<file path="config.mk">
export PLATFORM = sky130hd
export DESIGN_NAME = countdown_ctrl
export DESIGN_NICKNAME = d
export VERILOG_FILES = /design/src/rtl/countdown_pkg.sv /design/src/rtl/btn_edge.sv /design/src/rtl/countdown_ctrl.sv
export SDC_FILE = /design/constraint.sdc
export NUM_CORES = 1
export LEC_CHECK = 0
export ABC_AREA = 1
export CORE_UTILIZATION = 60
export CTS_CLUSTER_SIZE = 30
export DETAILED_ROUTE_END_ITERATION = 7
export HOLD_SLACK_MARGIN = 0.06
export MAX_ROUTING_LAYER = met4
export PLACE_DENSITY = 0.94
export SLEW_MARGIN = 20
export SYNTH_ARGS = -nofsm -noshare
export SYNTH_HDL_FRONTEND = slang
export SYNTH_SLANG_ARGS = --single-unit
</file>
<file path="constraint.sdc">
create_clock -name clock_out -period 3.7 [get_ports clock_out]
set_clock_uncertainty 0.05 [all_clocks]
set_input_delay 0.37 -clock clock_out [delete_from_list [all_inputs] [get_ports clock_out]]
set_output_delay 0.37 -clock clock_out [all_outputs]
set_load 0.05 [all_outputs]
</file>
<file path="src/rtl/countdown_pkg.sv">
// Shared encodings and defaults for the seconds countdown controller.
// The divider-width helper keeps a one-cycle divide from collapsing to a zero-width register.
package countdown_pkg;

  typedef enum logic [1:0] {
    ST_IDLE    = 2'd0,
    ST_RUN     = 2'd1,
    ST_PAUSE   = 2'd2,
    ST_EXPIRED = 2'd3
  } state_t;

  localparam int CW_DEFAULT   = 5;
  localparam int TICK_DIV_HW  = 100000000;
  localparam int TICK_DIV_SIM = 4;

  function automatic int div_width(input int div);
    return (div > 1) ? $clog2(div) : 1;
  endfunction

endpackage

</file>
<file path="src/rtl/btn_edge.sv">
// Turns a debounced button level into a single-cycle press event.
// History resets to 1 so a button held through reset never produces a press.
module btn_edge (
  input  logic clk,
  input  logic rst,
  input  logic i_level,
  output logic o_press
);

  logic r_hist;

  // NOTE: sequential state is always written with <= so every flop samples pre-edge values.
  always_ff @(posedge clk) begin
    if (rst) r_hist <= 1'b1;
    else     r_hist <= i_level;
  end

  assign o_press = i_level & ~r_hist;

endmodule

</file>
<file path="src/rtl/countdown_ctrl.sv">
// Run/pause/expired sequencer owning the 1 Hz divider and the remaining-seconds register.
// Every output is registered; tick and done are one-cycle strobes.
module countdown_ctrl
  import countdown_pkg::*;
#(
  parameter int TICK_DIV = TICK_DIV_HW,
  parameter int CW       = CW_DEFAULT
) (
  input  logic          clock_out,
  input  logic          reset,
  input  logic          btn_start,
  input  logic          btn_pause,
  input  logic          btn_restart,
  input  logic [CW-1:0] preset,
  output logic [CW-1:0] count,
  output logic [1:0]    state,
  output logic          tick,
  output logic          done,
  output logic          alarm
);

  localparam int            DW       = div_width(TICK_DIV);
  localparam logic [DW-1:0] DIV_LAST = DW'(TICK_DIV - 1);

  logic          w_start;
  logic          w_pause;
  logic          w_restart;
  logic          w_div_last;
  logic [DW-1:0] r_div;
  logic [CW-1:0] r_count;
  state_t        r_state;
  logic          r_tick;
  logic          r_done;
  logic          r_alarm;

  btn_edge u_start   (.clk(clock_out), .rst(reset), .i_level(btn_start),   .o_press(w_start));
  btn_edge u_pause   (.clk(clock_out), .rst(reset), .i_level(btn_pause),   .o_press(w_pause));
  btn_edge u_restart (.clk(clock_out), .rst(reset), .i_level(btn_restart), .o_press(w_restart));

  assign w_div_last = (r_div == DIV_LAST);

  always_ff @(posedge clock_out) begin
    if (reset) begin
      r_state <= ST_IDLE;
      r_count <= '0;
      r_div   <= '0;
      r_tick  <= 1'b0;
      r_done  <= 1'b0;
      r_alarm <= 1'b0;
    end else begin
      r_tick <= 1'b0;
      r_done <= 1'b0;
      if (w_restart) begin
        // Restart outranks everything, including a tick due this cycle.
        r_state <= ST_IDLE;
        r_div   <= '0;
        r_count <= preset;
        r_alarm <= 1'b0;
      end else begin
        case (r_state)
          ST_IDLE: begin
            r_count <= preset;
            if (w_start) begin
              if (preset != '0) begin
                r_state <= ST_RUN;
                r_div   <= '0;
              end else begin
                r_state <= ST_EXPIRED;
                r_done  <= 1'b1;
                r_alarm <= 1'b1;
              end
            end
          end
          ST_RUN: begin
            if (w_div_last) begin
              r_div  <= '0;
              r_tick <= 1'b1;
              if (r_count != '0) r_count <= r_count - 1'b1;
            end else begin
              r_div <= r_div + 1'b1;
            end
            // Expiry beats a same-cycle pause; otherwise pause keeps the decremented count.
            if (w_div_last && r_count == CW'(1)) begin
              r_state <= ST_EXPIRED;
              r_done  <= 1'b1;
              r_alarm <= 1'b1;
            end else if (w_pause) begin
              r_state <= ST_PAUSE;
            end
          end
          ST_PAUSE: begin
            if (w_start) r_state <= ST_RUN;
          end
          ST_EXPIRED: begin
            r_count <= '0;
          end
          default: r_state <= ST_IDLE;
        endcase
      end
    end
  end

  assign count = r_count;
  assign state = r_state;
  assign tick  = r_tick;
  assign done  = r_done;
  assign alarm = r_alarm;

endmodule

</file>
* Word-level counts from Yosys, hierarchy flattened
Cells that the tools add are included.
** Storage, ports and cells
- Output and inout port bits :: 10
- Input bits :: 10
- Register bits :: 40
- Logic and storage cells :: 67
- Bits in latches :: 0
- Memories kept :: 0
- Memory bits (read-only) :: 0
- Bits in writable memories :: 0
** Cells by class
- Multiplexer cells :: 23
- Add/subtract/negate cells :: 2
- Magnitude comparators :: 0
- Bitwise logic cells :: 7
- Reductions and logical operators :: 13
- Multipliers :: 0
- Shifts and indexed selects :: 0
- Div/mod/pow operators :: 0
- Equality and inequality tests :: 13
** Operator list (count)
- $mux 27 :: 3
- $pmux 27 s2 :: 1
- $add 27x1->27 const B :: 1
- $eq 27x27->1 const B :: 1
- $mux 5 :: 3
- $pmux 5 s3 :: 1
- $mux 2 :: 5
- $reduce_bool 5->1 :: 2
- $ne 3x2->1 const B :: 3
- $reduce_and 4->1 :: 2
- $mux 1 :: 7
- $ne 2x2->1 const B :: 3
- $pmux 2 s3 :: 1
- $reduce_and 3->1 :: 2
- $eq 5x1->1 const B :: 1
- $sub 5x1->5 const B :: 1
- $eq 2x2->1 const B :: 2
- $ne 2x1->1 const B :: 2
- $not 1->1 :: 4
- $pmux 1 s2 :: 2
- $reduce_bool 4->1 :: 1
- $and 1x1->1 :: 3
- $reduce_bool 3->1 :: 1
- $reduce_or 3->1 :: 1
- other kinds (5) :: 5

* Longest topological paths before layout
Gate-level depths: netlist (run 1).
- Depth in word-level cells :: 5
- Depth in mapped cells :: 13
- Gate-level depth less buffers :: 13

* Hierarchy
From an unflattened synthesis (run 1), not the netlist that was laid out.
** Unflattened totals
- Cells, all modules :: 398
- Area, all modules :: 2580.0 um^2
** Modules (own cells, without submodules)
- countdown_ctrl :: cells an instance 383, instances 1, area an instance 2467.4 um^2, seq. area each 740.7 um^2
- btn_edge :: cells an instance 5, instances 3, area an instance 37.5 um^2, seq. area each 20.0 um^2

* Worst setup path after synthesis (run 1)
OpenSTA, ideal clock, no wires.
- Path kind :: reg2reg
- Start :: register r_state[0], in the netlist state[0]
- End :: register r_div[1]
- Clock period less this slack :: 2.096 ns
- Data arrival time :: 1.929 ns
- Buffers on the path :: 1
- Slack :: 1.604 ns
- Data required time :: 3.533 ns
- Stages on the path, launching flop included :: 11
- Library setup time :: 0.117 ns
- Cell sequence :: dfxtp_1 > inv_1 > ha_1 > inv_2 > nand2_1 > o21ai_1 > nand2_1 > buf_2 > or2_2 > o2111ai_1 > inv_1
** Between the ends
- Longest elaborated chain between the ends :: 3
- Elaborated cells between the ends (all ways) :: 7
- Classes of those cells :: eq/ne: 3; mux: 1; reduce/logical: 3
** Ends and longest elaborated chain
- from (decl) :: RTL line countdown_ctrl.sv:31 : state_t r_state;
- from (signal assigned) :: RTL line countdown_ctrl.sv:44 : r_state <= ST_IDLE;
- from (signal assigned) :: RTL line countdown_ctrl.sv:55 : r_state <= ST_IDLE;
- from (signal assigned) :: RTL line countdown_ctrl.sv:65 : r_state <= ST_RUN;
- $logic_not 2->1 / $eq 2x1->1 (equally long branches) :: RTL line countdown_ctrl.sv:60 : case (r_state)
- $ne 2x1->1 (no line) (tied with other cells)
- $reduce_and 3->1 (no line)
- to (signal assigned) :: RTL line countdown_ctrl.sv:80 : r_div <= r_div + 1'b1;
- to (decl) :: RTL line countdown_ctrl.sv:29 : logic [DW-1:0] r_div;
Several ways; a longest one is shown, not always the timed one.
A chain may end at the register's enable or synchronous reset.

* Worst setup path after layout (run 1)
- Start :: register r_state[1], in the netlist state[1]
- End :: register r_div[24]
The elaborated chain is that of the path after synthesis.

==> impl_summary.log, run 1 <==
INFO  metric largest-register = r_div
INFO  metric tritoncts = yes
INFO  metric vdd_ir_drop_max = 0.603 mV
INFO  metric worstSkewPairLatency = 0.30 ns
INFO  metric placement.io_buffers = 19
INFO  metric fin_crit_sh = 66.2%
INFO  metric synth.top_cell.area_share = 33.7%
INFO  metric area_grow_syn2layout = 12.8%
INFO  metric seq_power_share = 34.6%
INFO  metric drv.max_cap_violation_count = 0
INFO  metric cts-resized-gates = 0
INFO  metric ys_seq_elements = 40
INFO  metric finish.net_count = 392
INFO  metric drive_gt1_share = 11.8%
INFO  metric final-instance-count-excl-fill = 422
INFO  metric beginning_of_the_worst_hold_path = count[1]$_SDFFE_PP0P_
INFO  metric number_of_enable_flip_flop_cells_after_synthesis = 0
INFO  metric worstPathRequired = 3.85 ns
INFO  metric detailed_place_hpwl = 3790 µm
INFO  metric max_slew_vio_count = 0
INFO  metric syn-mean-instance-area = 6.73 µm²
INFO  metric die_w = 64.9 µm
INFO  metric grtUsageTotal = 28.1%
INFO  metric hold_class = flip-flop to flip-flop
INFO  metric pwr-share-comb = 44.7%
INFO  metric nFillCells = 307
INFO  metric top_cells_by_area_synth = sky130_fd_sc_hd__dfxtp_1, sky130_fd_sc_hd__nand2_1, sky130_fd_sc_hd__nor2_1, sky130_fd_sc_hd__inv_1, sky130_fd_sc_hd__ha_1
INFO  metric largest_net_degree_at_the_start_of_global_routing = 20
INFO  metric seqCellArea = 801 µm²
INFO  metric synthDistinctLibCells = 34
INFO  metric path_max_fanout = 14
INFO  metric intPower = 0.869 mW
INFO  metric mappedNetlistNets = 371
INFO  metric critPathCaptureType = flip-flop
INFO  metric floorplan.die_area = 4220 µm²
INFO  metric largest_reg_flops = 27
INFO  metric power_density_of_the_placed_cells = 566 nW/µm²
INFO  metric wire_length_of_the_first_global_routing_pass = 8960 µm
INFO  metric vias_per_std_cell = 5.27
INFO  metric max_slew.worst_pin.slew = 0.617 ns
INFO  metric num_rows = 22
INFO  metric power.share.clock = 20.7%
INFO  metric placed_cells = 415
INFO  metric initial_standard_cell_utilization_of_the_core = 63.5%
INFO  metric pre_antenna_drt_iters = 5
INFO  metric postRouteWirelength = 5120 µm
INFO  metric num_antenna_cells = 0
INFO  metric cts.clk_slew.worst_paths = 0.07 ns
INFO  metric postRouteAntennaNets = 0
INFO  metric worst_r2r_startpoint = state[1]$_SDFFE_PP0P_
INFO  metric drt_drc_violations_left = 0
INFO  metric multi_input_area = 1360 µm²
INFO  metric rsz0062_at_grt = false
INFO  metric netlist_instances = 353
INFO  metric grt.overflow.total = 0
INFO  metric tritoncts.num_buffers = 5
INFO  metric cp.arrival = 2.60 ns
INFO  metric hold_violations = 0
INFO  metric outcome = finished clean
INFO  metric post_syn_area = 2380 µm²
INFO  metric wire_per_inst = 12.1 µm
INFO  metric core_box_area = 3740 µm²
INFO  metric synth-warning-count = 0
INFO  metric die_h = 64.9 µm
INFO  metric grt_antenna_before_repair = 0
INFO  metric clock_path_buffers = 2
INFO  metric dr_total_vias = 2224
INFO  metric synthDominantAreaCellType = sky130_fd_sc_hd__dfxtp_1
INFO  metric holdBufCountCts = 0
INFO  metric setup.worst_path.start_class = flip-flop
INFO  metric cts_setup_buffers = 0
INFO  metric vias_in_the_first_global_route = 2138
INFO  metric cp-startpoint = state[1]$_SDFFE_PP0P_
INFO  metric globalplace.congestion = 0.918
INFO  metric fin_crit = 2.45 ns
INFO  metric drt-initial-drc-count = 242
INFO  metric p_leak = 1.04 nW
INFO  metric cts.sink_count = 40
INFO  metric setup_tns = 0 ns
INFO  metric asyncSetResetFlopFracSynth = 0%
INFO  metric slew_headroom = 58.7%
INFO  metric seq_area_frac_synth = 33.7%
INFO  metric final-setup-viol-count = 0
INFO  metric htree_num_levels = 2
INFO  metric cts.root.buffer_cell = sky130_fd_sc_hd__clkbuf_8
INFO  metric critical_path_class = flip-flop to flip-flop
INFO  metric achievable-frequency = 408 MHz
INFO  metric design.portCount = 20
INFO  metric power.share.switching = 42.7%
INFO  metric p_switching = 0.649 mW
INFO  metric synth_flop_cell = sky130_fd_sc_hd__dfxtp_1
## final timing paths
path | to | slack, ns | cells past startpoint
worst max-delay path | r_div[24]$_SDFFE_PP0P_ | 1.25 | 11
worst min-delay path | count[1]$_SDFFE_PP0P_ | 0.45 | 2
worst max register to register | r_div[24]$_SDFFE_PP0P_ | 1.25 | 11
worst min register to register | count[1]$_SDFFE_PP0P_ | 0.45 | 2
## per-stage QoR
stage          hold WS (ns)  setup slack, ns  util (%)  total power [mW]  instance area, µm²
6_report              0.447             1.25      71.7              1.52                2680
5_1_grt               0.477             1.03      71.7              1.61                2680
4_1_cts               0.442             1.29      71.7              1.51                2680
3_5_place_dp          0.436             1.30      69.1              1.20                2590
3_3_place_gp          0.415             1.38      69.1              1.18                2590
2_1_floorplan         0.408             1.60         -              1.05                2380
## area by class of cell
type                            count  area share, %
Multi-Input combinational cell    262           50.7
Sequential cell                    40           29.9
Timing Repair Buffer               19           7.09
Inverter                           46           6.53
Clock buffer                        7           3.59
Tap cell                           48           2.24
## per-layer routing
layer	up-vias	GRT usage, %	wire, µm	part of all wire (%)
met5	-	-	0	0
met4	0	11.1	109	2.1
met3	12	5.81	247	4.8
met2	58	45.7	2360	46
met1	1004	33.9	2400	47
li1	1150	-	-	-
## power groups by stage
stage | Combinational [mW] | Clock (mW) | Sequential [mW]
2_1_floorplan | 0.405 | 0 | 0.647
3_3_place_gp | 0.653 | 0 | 0.531
3_5_place_dp | 0.670 | 0 | 0.535
4_1_cts | 0.673 | 0.318 | 0.524
5_1_grt | 0.743 | 0.333 | 0.531
6_report | 0.679 | 0.314 | 0.525
## cell families (layout without fill, tap and decap cells)
family | Yosys count | in the layout | share of synthesized area [%]
XOR/XNOR | 14 | 14 | 5.16
flip-flops | 40 | 40 | 33.7
AND/OR/NAND/NOR | 211 | 211 | 41.0
AO/OA/AOI/OAI | 29 | 29 | 6.84
adder cells (fa/ha/maj) | 8 | 8 | 4.21
buffers and inverters | 51 | 72 | 9.11
## critical path: stages (launching register included)
cell	delay [ns]
sky130_fd_sc_hd__dfxtp_1	0.34
sky130_fd_sc_hd__inv_1	0.10
sky130_fd_sc_hd__ha_1	0.47
sky130_fd_sc_hd__nand2_1	0.14
sky130_fd_sc_hd__o21ai_1	0.12
sky130_fd_sc_hd__nand2_1	0.26
sky130_fd_sc_hd__inv_2	0.32
sky130_fd_sc_hd__nand2_1	0.14
sky130_fd_sc_hd__nor2_2	0.15
sky130_fd_sc_hd__nand2_1	0.09
sky130_fd_sc_hd__nor2_1	0.12
sky130_fd_sc_hd__nor2_2	0.05
## cell usage in the layout (no fill, tap or decap), drive strengths merged
| cell type | instances |
|---|---|
| and3 | 2 |
| xor2 | 11 |
| o21ai | 15 |
| dfxtp | 40 |
| o2111ai | 1 |
| clkbuf | 7 |
| o21a | 1 |
| or2 | 4 |
| nand4 | 11 |
| nor2 | 74 |
| a21oi | 11 |
| inv | 46 |
| ha | 8 |
| nand3b | 1 |
| clkdlybuf4s50 | 19 |
| a31oi | 1 |
| nor3 | 12 |
| nand2 | 88 |
| xnor2 | 3 |
| nand3 | 17 |
| nor4 | 2 |
## synthesized netlist by cell type (2+ instances only)
cell type,number
sky130_fd_sc_hd__o21ai_0,13
sky130_fd_sc_hd__inv_1,43
sky130_fd_sc_hd__a21oi_1,11
sky130_fd_sc_hd__dfxtp_1,40
sky130_fd_sc_hd__or2_2,4
sky130_fd_sc_hd__nor2_1,57
sky130_fd_sc_hd__nand2_1,79
sky130_fd_sc_hd__inv_2,2
sky130_fd_sc_hd__nor3_1,12
sky130_fd_sc_hd__nand4_1,11
sky130_fd_sc_hd__buf_2,2
sky130_fd_sc_hd__nor4_1,2
sky130_fd_sc_hd__xor2_1,11
sky130_fd_sc_hd__nor2_2,16
sky130_fd_sc_hd__nand3_1,16
sky130_fd_sc_hd__nand2_2,7
sky130_fd_sc_hd__ha_1,8
sky130_fd_sc_hd__xnor2_1,3
No activity file was read; power rests on OpenSTA's default activity.
==> inputs of run 2 (changes only) <==
--- a/config.mk
+++ b/config.mk
@@ -6,12 +6,12 @@
 export NUM_CORES = 1
 export LEC_CHECK = 0
 export ABC_AREA = 1
-export CORE_UTILIZATION = 60
+export CORE_UTILIZATION = 58
 export CTS_CLUSTER_SIZE = 30
 export DETAILED_ROUTE_END_ITERATION = 7
 export HOLD_SLACK_MARGIN = 0.06
 export MAX_ROUTING_LAYER = met4
-export PLACE_DENSITY = 0.94
+export PLACE_DENSITY = 0.92
 export SLEW_MARGIN = 20
 export SYNTH_ARGS = -nofsm -noshare
 export SYNTH_HDL_FRONTEND = slang
==> constraint.sdc (replaced) <==
create_clock -name clock_out -period 2.3 [get_ports clock_out]
set_clock_uncertainty 0.05 [all_clocks]
set_input_delay 0.23 -clock clock_out [delete_from_list [all_inputs] [get_ports clock_out]]
set_output_delay 0.23 -clock clock_out [all_outputs]
set_load 0.05 [all_outputs]
==> run 2 against run 1 <==
Net effect: highest routed layer unchanged; global-route usage fell by 1.1 points; sequential cell count stayed put; critical endpoint is now r_div[13]$_SDFFE_PP0P_; combinational power is 65% higher; hold slack got worse by 0.0059 ns; largest power group unchanged; via count rose by 0.22%.
==> impl_summary.log, run 2 (synthesis results as in run 1) <==
INFO  metric pre_antenna_drt_iters = 5 (unchanged)
INFO  metric finish.net_count = 396 (+1.0%)
INFO  metric worst_setup_path_endpoint = r_div[13]$_SDFFE_PP0P_
INFO  metric rsz0062_at_grt = false
INFO  metric postRouteAntennaNets = 0 (unchanged)
INFO  metric grt_antenna_before_repair = 0 (unchanged)
INFO  metric drive_gt1_share = 12.7% (+0.90 points)
INFO  metric cts.sink_count = 40 (unchanged)
INFO  metric power.share.switching = 42.9% (+0.16 points)
INFO  metric final-instance-count-excl-fill = 427 (+1.2%)
INFO  metric setup.worst_path.start_class = flip-flop
INFO  metric largest_net_degree_at_the_start_of_global_routing = 20 (unchanged)
INFO  metric detailed_place_hpwl = 3820 µm (+0.81%)
INFO  metric p_leak = 1.05 nW (+1.4%)
INFO  metric pwr-share-comb = 45.8% (+1.1 points)
INFO  metric htree_num_levels = 2 (unchanged)
INFO  metric intPower = 1.40 mW (+61%)
INFO  metric slew_headroom = 66.5% (+7.8 points)
INFO  metric path_max_fanout = 14 (unchanged)
INFO  metric critical_path_class = flip-flop to flip-flop
INFO  metric worstSkewPairLatency = 0.30 ns (about the same)
INFO  metric die_w = 66.0 µm (+1.7%)
INFO  metric fin_crit_sh = 90.3% (+24 points)
INFO  metric tritoncts = yes
INFO  metric num_rows = 22 (unchanged)
INFO  metric area_grow_syn2layout = 14.1%
INFO  metric cts.clk_slew.worst_paths = 0.07 ns (about the same)
INFO  metric initial_standard_cell_utilization_of_the_core = 62.6% (-0.92 points)
INFO  metric globalplace.congestion = 0.908 (-1.1%)
INFO  metric max_slew.worst_pin.slew = 0.501 ns (-0.116 ns)
INFO  metric seq_power_share = 34.3% (-0.3 points)
INFO  metric reg2reg_setup_slack = 0.22 ns (-1.03 ns)
INFO  metric power_density_of_the_placed_cells = 902 nW/µm² (+59%)
INFO  metric wire_per_inst = 12.0 µm (-1.4%)
INFO  metric dr_total_vias = 2229 (+0.22%)
INFO  metric design.portCount = 20 (unchanged)
INFO  metric num_antenna_cells = 0 (unchanged)
INFO  metric final-setup-viol-count = 0 (unchanged)
INFO  metric wire_length_of_the_first_global_routing_pass = 8680 µm (-3.1%)
INFO  metric cts_setup_buffers = 0 (unchanged)
INFO  metric regToRegEndpoint = r_div[13]$_SDFFE_PP0P_
INFO  metric placement.io_buffers = 19 (unchanged)
INFO  metric vias_per_std_cell = 5.22 (-0.95%)
INFO  metric hold_class = input port to flip-flop
INFO  metric cp-startpoint = state[0]$_SDFFE_PP0P_
INFO  metric worst_r2r_startpoint = state[0]$_SDFFE_PP0P_
INFO  metric vdd_ir_drop_max = 0.705 mV (+17%)
INFO  metric whs = 0.441 ns (-0.00592 ns)
INFO  metric hold_violations = 0 (unchanged)
INFO  metric core_box_area = 3800 µm² (+1.5%)
INFO  metric final_cell_area = 2710 µm² (+1.1%)
INFO  metric drv.max_cap_violation_count = 0 (unchanged)
INFO  metric fin_crit = 2.08 ns (-0.374 ns)
INFO  metric fin_ws = 0.223 ns (-1.03 ns)
INFO  metric largest-register = r_div
INFO  metric grt.overflow.total = 0 (unchanged)
INFO  metric power.share.clock = 19.9% (-0.8 points)
INFO  metric detailed_place.area = 2620 µm² (+1.2%)
INFO  metric largest_reg_flops = 27 (unchanged)
INFO  metric floorplan.die_area = 4360 µm² (+3.3%)
INFO  metric placement.setup.worst_slack = 0.257 ns (-1.04 ns)
INFO  metric outcome = finished clean
INFO  metric critPathCaptureType = flip-flop
INFO  metric drt_drc_violations_left = 0 (unchanged)
INFO  metric cp.arrival = 2.22 ns (-0.38 ns)
INFO  metric vias_in_the_first_global_route = 2075 (-2.9%)
INFO  metric tritoncts.num_buffers = 5 (unchanged)
INFO  metric setup_tns = 0 ns (unchanged)
INFO  metric worstPathRequired = 2.45 ns (-1.40 ns)
INFO  metric drt-initial-drc-count = 212 (-12%)
INFO  metric mostFrequentLayoutCell = sky130_fd_sc_hd__nand2_1
INFO  metric placed_cells = 419 (+0.96%)
INFO  metric grtUsageTotal = 27.1% (-1.1 points)
INFO  metric max_slew_vio_count = 0 (unchanged)
INFO  metric cts.root.buffer_cell = sky130_fd_sc_hd__clkbuf_8
INFO  metric die_h = 66.0 µm (+1.7%)
INFO  metric r2r_cells = 11 (unchanged)
INFO  metric postRouteWirelength = 5110 µm (-0.20%)
INFO  metric most-common-layout-cells = sky130_fd_sc_hd__nand2_1, sky130_fd_sc_hd__nor2_1, sky130_fd_sc_hd__inv_1, sky130_fd_sc_hd__dfxtp_1, sky130_fd_sc_hd__clkdlybuf4s50_1
INFO  metric clock_path_buffers = 2 (unchanged)
INFO  metric achievable-frequency = 481 MHz (+18%)
INFO  metric p_switching = 1.05 mW (+62%)
-- run 2: cell types whose count changed in the layout (fill, tap and decap cells not counted), sizes merged --
cell,before,now
buf,0,4
inv,46,45
clkinv,0,1
clkbuf,7,8
-- run 2: layout make-up --
type,instances,area [µm²]
Fill cell,303,1090
Tap cell,48,60.1
Clock buffer,8,90.1
Multi-Input combinational cell,262,1370
Inverter,46,176
Sequential cell,40,801
Timing Repair Buffer,23,220
-- run 2: through the flow --
stage	power (mW)	utilization [%]
after floorplan	1.69	-
after global placement	1.93	68.9
after detailed placement	1.96	68.9
after CTS	2.44	71.2
after global routing	2.60	71.4
final	2.45	71.4
-- run 2: critical path, stage by stage (launching register included) --
cell and delay (ns):
sky130_fd_sc_hd__dfxtp_1 0.38, sky130_fd_sc_hd__inv_1 0.09, sky130_fd_sc_hd__ha_1 0.25, sky130_fd_sc_hd__inv_2 0.09, sky130_fd_sc_hd__nand2_1 0.07, sky130_fd_sc_hd__o21ai_1 0.12
sky130_fd_sc_hd__nand2_1 0.12, sky130_fd_sc_hd__clkinv_2 0.19, sky130_fd_sc_hd__nand2_2 0.15, sky130_fd_sc_hd__nor2_2 0.18, sky130_fd_sc_hd__xor2_1 0.22, sky130_fd_sc_hd__nor2_2 0.05
-- run 2: power groups by stage --
stage / clock network, mW / registers, mW / logic (mW)
finish: 0.488 / 0.839 / 1.12
CTS: 0.499 / 0.837 / 1.11
global placement: 0 / 0.850 / 1.08
floorplan: 0 / 1.04 / 0.652
detailed placement: 0 / 0.853 / 1.10
global route: 0.533 / 0.846 / 1.22
-- run 2: layer usage --
metal | track usage [%] | wire [µm] | vias up
li1 | - | - | 1168
met1 | 31.8 | 2350 | 991
met2 | 42.5 | 2410 | 62
met3 | 7.41 | 306 | 8
met4 | 13.6 | 53 | 0
met5 | - | 0 | -
-- run 2: worst min-delay path by stage --
stage | from | endpoint | slack [ns] | cells past startpoint
2_1_floorplan | btn_pause | u_pause.r_hist$_SDFF_PP1_ | 0.27 | 2
3_3_place_gp | count[1]$_SDFFE_PP0P_ | count[1]$_SDFFE_PP0P_ | 0.42 | 2
3_5_place_dp | r_div[25]$_SDFFE_PP0P_ | r_div[25]$_SDFFE_PP0P_ | 0.43 | 2
4_1_cts | btn_pause | u_pause.r_hist$_SDFF_PP1_ | 0.44 | 3
5_1_grt | btn_pause | u_pause.r_hist$_SDFF_PP1_ | 0.47 | 3
6_report | btn_pause | u_pause.r_hist$_SDFF_PP1_ | 0.44 | 3
-- run 2: timing repair --
action	4_1_cts	5_1_grt
gates resized for setup	0	2
setup endpoints to repair	0	6
hold buffers	0	0
==> inputs of run 3 (changes only) <==
==> constraint.sdc (replaced) <==
create_clock -name clock_out -period 2.31 [get_ports clock_out]
set_clock_uncertainty 0.05 [all_clocks]
set_input_delay 0.231 -clock clock_out [delete_from_list [all_inputs] [get_ports clock_out]]
set_output_delay 0.231 -clock clock_out [all_outputs]
set_load 0.01 [all_outputs]
==> run 3 against run 2 <==
Net effect: sequential cell count unchanged; largest cell class unchanged; sequential power decreased by 0.6%; setup slack better by 0.10 ns; total power is 8.4% lower; wire length increased by 0.51%; critical path type unchanged.
==> impl_summary.log, run 3 (synthesis results as in run 1) <==
INFO  metric outcome = finished clean
INFO  metric mostFrequentLayoutCell = sky130_fd_sc_hd__nand2_1
INFO  metric tritoncts = yes
INFO  metric cp_slowest_stage_delay = 0.37 ns (about the same)
INFO  metric wire_per_inst = 12.1 µm (+0.98%)
INFO  metric p_leak = 1.04 nW (-0.86%)
INFO  metric crit_path_cell_trace = inv_1 > ha_1 > inv_2 > nand2_1 > o21ai_1 > nand2_1 > inv_4 > nand2_2 > nor2_1 > nand2_1 > o21ai_2 > nor2_1
INFO  metric drt_drc_violations_left = 0 (unchanged)
INFO  metric hold_class = input port to flip-flop
INFO  metric intPower = 1.35 mW (-3.1%)
INFO  metric power_density_of_the_placed_cells = 834 nW/µm² (-7.6%)
INFO  metric dr_total_vias = 2230 (+0.045%)
INFO  metric vias_per_std_cell = 5.25 (+0.52%)
INFO  metric cts.root.buffer_cell = sky130_fd_sc_hd__clkbuf_8
INFO  metric most-common-layout-cells = sky130_fd_sc_hd__nand2_1, sky130_fd_sc_hd__nor2_1, sky130_fd_sc_hd__inv_1, sky130_fd_sc_hd__dfxtp_1, sky130_fd_sc_hd__clkdlybuf4s50_1
INFO  metric max_slew.worst_pin.slew = 0.633 ns (+0.133 ns)
INFO  metric globalplace.congestion = 0.922 (+1.5%)
INFO  metric core_box_area = 3800 µm² (unchanged)
INFO  metric drv.max_cap_violation_count = 0 (unchanged)
INFO  metric clock_path_buffers = 2 (unchanged)
INFO  metric placement.setup.worst_slack = 0.271 ns (+0.0140 ns)
INFO  metric achievable-frequency = 503 MHz (+4.5%)
INFO  metric pre_antenna_drt_iters = 4 (-1)
INFO  metric finish.net_count = 395 (-0.25%)
INFO  metric power.share.switching = 39.6% (-3.3 points)
INFO  metric grtUsageTotal = 27.3% (+0.20 points)
INFO  metric max_slew_vio_count = 0 (unchanged)
INFO  metric fin_crit_sh = 86.0% (-4.3 points)
INFO  metric hold_violations = 0 (unchanged)
INFO  metric pwr-share-comb = 43.2% (-2.6 points)
INFO  metric p_total = 2.24 mW (-8.4%)
INFO  metric critPathCaptureType = flip-flop
INFO  metric crit_top_cell = sky130_fd_sc_hd__nand2_1
INFO  metric die_w = 66.0 µm (unchanged)
INFO  metric grt.overflow.total = 0 (unchanged)
INFO  metric final_cell_area = 2690 µm² (-0.88%)
INFO  metric largest-register = r_div
INFO  metric postRouteWirelength = 5140 µm (+0.51%)
INFO  metric path_buf_inv = 3 (unchanged)
INFO  metric vdd_ir_drop_max = 0.733 mV (+4.1%)
INFO  metric worst_path_dominant_cell_family = simple AND/OR/NAND/NOR gates
INFO  metric cp.arrival = 2.14 ns (-0.08 ns)
INFO  metric placement.io_buffers = 19 (unchanged)
INFO  metric floorplan.die_area = 4360 µm² (unchanged)
INFO  metric path_max_fanout = 14 (unchanged)
INFO  metric initial_standard_cell_utilization_of_the_core = 62.6% (unchanged)
INFO  metric critical_path_class = flip-flop to flip-flop
INFO  metric detailed_place_hpwl = 3840 µm (+0.32%)
INFO  metric postRouteAntennaNets = 0 (unchanged)
INFO  metric vias_in_the_first_global_route = 2075 (unchanged)
INFO  metric largest_reg_flops = 27 (unchanged)
INFO  metric final-instance-count-excl-fill = 425 (-0.47%)
INFO  metric final-setup-viol-count = 0 (unchanged)
INFO  metric design.portCount = 20 (unchanged)
INFO  metric nFillCells = 308 (+1.7%)
INFO  metric detailed_place.area = 2610 µm² (-0.29%)
INFO  metric p_switching = 0.889 mW (-15%)
INFO  metric rsz0062_at_grt = false
INFO  metric placed_cells = 418 (-0.24%)
INFO  metric die_h = 66.0 µm (unchanged)
INFO  metric power.share.clock = 19.6% (-0.3 points)
INFO  metric worstPathRequired = 2.46 ns (about the same)
INFO  metric largest_net_degree_at_the_start_of_global_routing = 20 (unchanged)
INFO  metric worst_path_max_delay_cell = sky130_fd_sc_hd__dfxtp_1
INFO  metric fin_ws = 0.323 ns (+0.100 ns)
INFO  metric num_rows = 22 (unchanged)
INFO  metric tritoncts.num_buffers = 5 (unchanged)
INFO  metric cts.clk_slew.worst_paths = 0.07 ns (about the same)
INFO  metric grt_antenna_before_repair = 0 (unchanged)
INFO  metric seq_power_share = 37.2% (+2.9 points)
INFO  metric wire_length_of_the_first_global_routing_pass = 8890 µm (+2.5%)
INFO  metric cts.sink_count = 40 (unchanged)
INFO  metric drive_gt1_share = 12.2% (-0.46 points)
INFO  metric setup.worst_path.start_class = flip-flop
INFO  metric slew_headroom = 57.6% (-8.9 points)
INFO  metric worstSkewPairLatency = 0.30 ns (about the same)
INFO  metric drt-initial-drc-count = 167 (-21%)
INFO  metric cts_setup_buffers = 0 (unchanged)
INFO  metric fin_crit = 1.99 ns (-0.0901 ns)
INFO  metric num_antenna_cells = 0 (unchanged)
INFO  metric htree_num_levels = 2 (unchanged)
INFO  metric area_grow_syn2layout = 13.1%
INFO  metric setup_tns = 0 ns (unchanged)
[run 3: cell types whose count changed in the layout (fill, tap and decap cells not counted)]
cell                       previous run  this run
sky130_fd_sc_hd__clkbuf_1             2         1
sky130_fd_sc_hd__buf_4                4         3
sky130_fd_sc_hd__nor3_2               1         0
sky130_fd_sc_hd__inv_4                1         2
sky130_fd_sc_hd__clkbuf_8             6         5
sky130_fd_sc_hd__nor3_1              11        12
[run 3: layout make-up]
| cell class | instances | area [µm²] | area share (%) |
|---|---|---|---|
| clock inverters | 1 | 5.00 | 0.186 |
| clock buffers | 6 | 72.6 | 2.70 |
| multi-input cells | 262 | 1360 | 50.6 |
| inverters | 46 | 178 | 6.61 |
| repair buffers | 22 | 213 | 7.91 |
| flip-flops and latches | 40 | 801 | 29.8 |
| well taps | 48 | 60.1 | 2.23 |
[run 3: final timing paths]
| kind | end | slack (ns) | depth (start not counted) | start |
|---|---|---|---|---|
| hold reg to reg | count[1]$_SDFFE_PP0P_ | 0.44 | 2 | count[1]$_SDFFE_PP0P_ |
| hold / removal | u_pause.r_hist$_SDFF_PP1_ | 0.43 | 3 | btn_pause |
| setup / recovery | r_div[23]$_SDFFE_PP0P_ | 0.32 | 12 | state[0]$_SDFFE_PP0P_ |
| setup reg to reg | r_div[23]$_SDFFE_PP0P_ | 0.32 | 12 | state[0]$_SDFFE_PP0P_ |
[run 3: per-stage QoR]
step	util [%]	hold WS, ns
floorplan	-	0.273
global placement	68.7	0.415
detailed placement	68.7	0.424
CTS	70.7	0.427
global route	70.8	0.471
finish	70.8	0.429
[run 3: routing by layer]
metal  GRT usage, %  up-vias  routed length [µm]
li1               -     1159                   -
met4           9.57        0                  79
met2           42.7       45                2410
met1           35.4     1019                2470
met5              -        -                   0
met3           4.66        7                 178
[run 3: repair_timing]
item                       in CTS  in global routing
gates resized for setup         0                  1
hold buffers                    0                  0
setup endpoints to repair       0                  2
hold endpoints to repair        0                  0
[run 3: worst register-to-register path: stages, from the launching register on]
cell	delay, ns
sky130_fd_sc_hd__dfxtp_1	0.37
sky130_fd_sc_hd__inv_1	0.09
sky130_fd_sc_hd__ha_1	0.25
sky130_fd_sc_hd__inv_2	0.09
sky130_fd_sc_hd__nand2_1	0.06
sky130_fd_sc_hd__o21ai_1	0.11
sky130_fd_sc_hd__nand2_1	0.13
sky130_fd_sc_hd__inv_4	0.17
sky130_fd_sc_hd__nand2_2	0.13
sky130_fd_sc_hd__nor2_1	0.17
sky130_fd_sc_hd__nand2_1	0.10
sky130_fd_sc_hd__o21ai_2	0.12
sky130_fd_sc_hd__nor2_1	0.04
[run 3: power by group through the flow]
stage	clock, mW	combinational, mW	sequential (mW)
floorplan	0	0.649	0.866
global placement	0	0.906	0.845
detailed placement	0	0.942	0.849
CTS	0.446	0.956	0.834
global route	0.482	1.06	0.845
finish	0.441	0.968	0.834
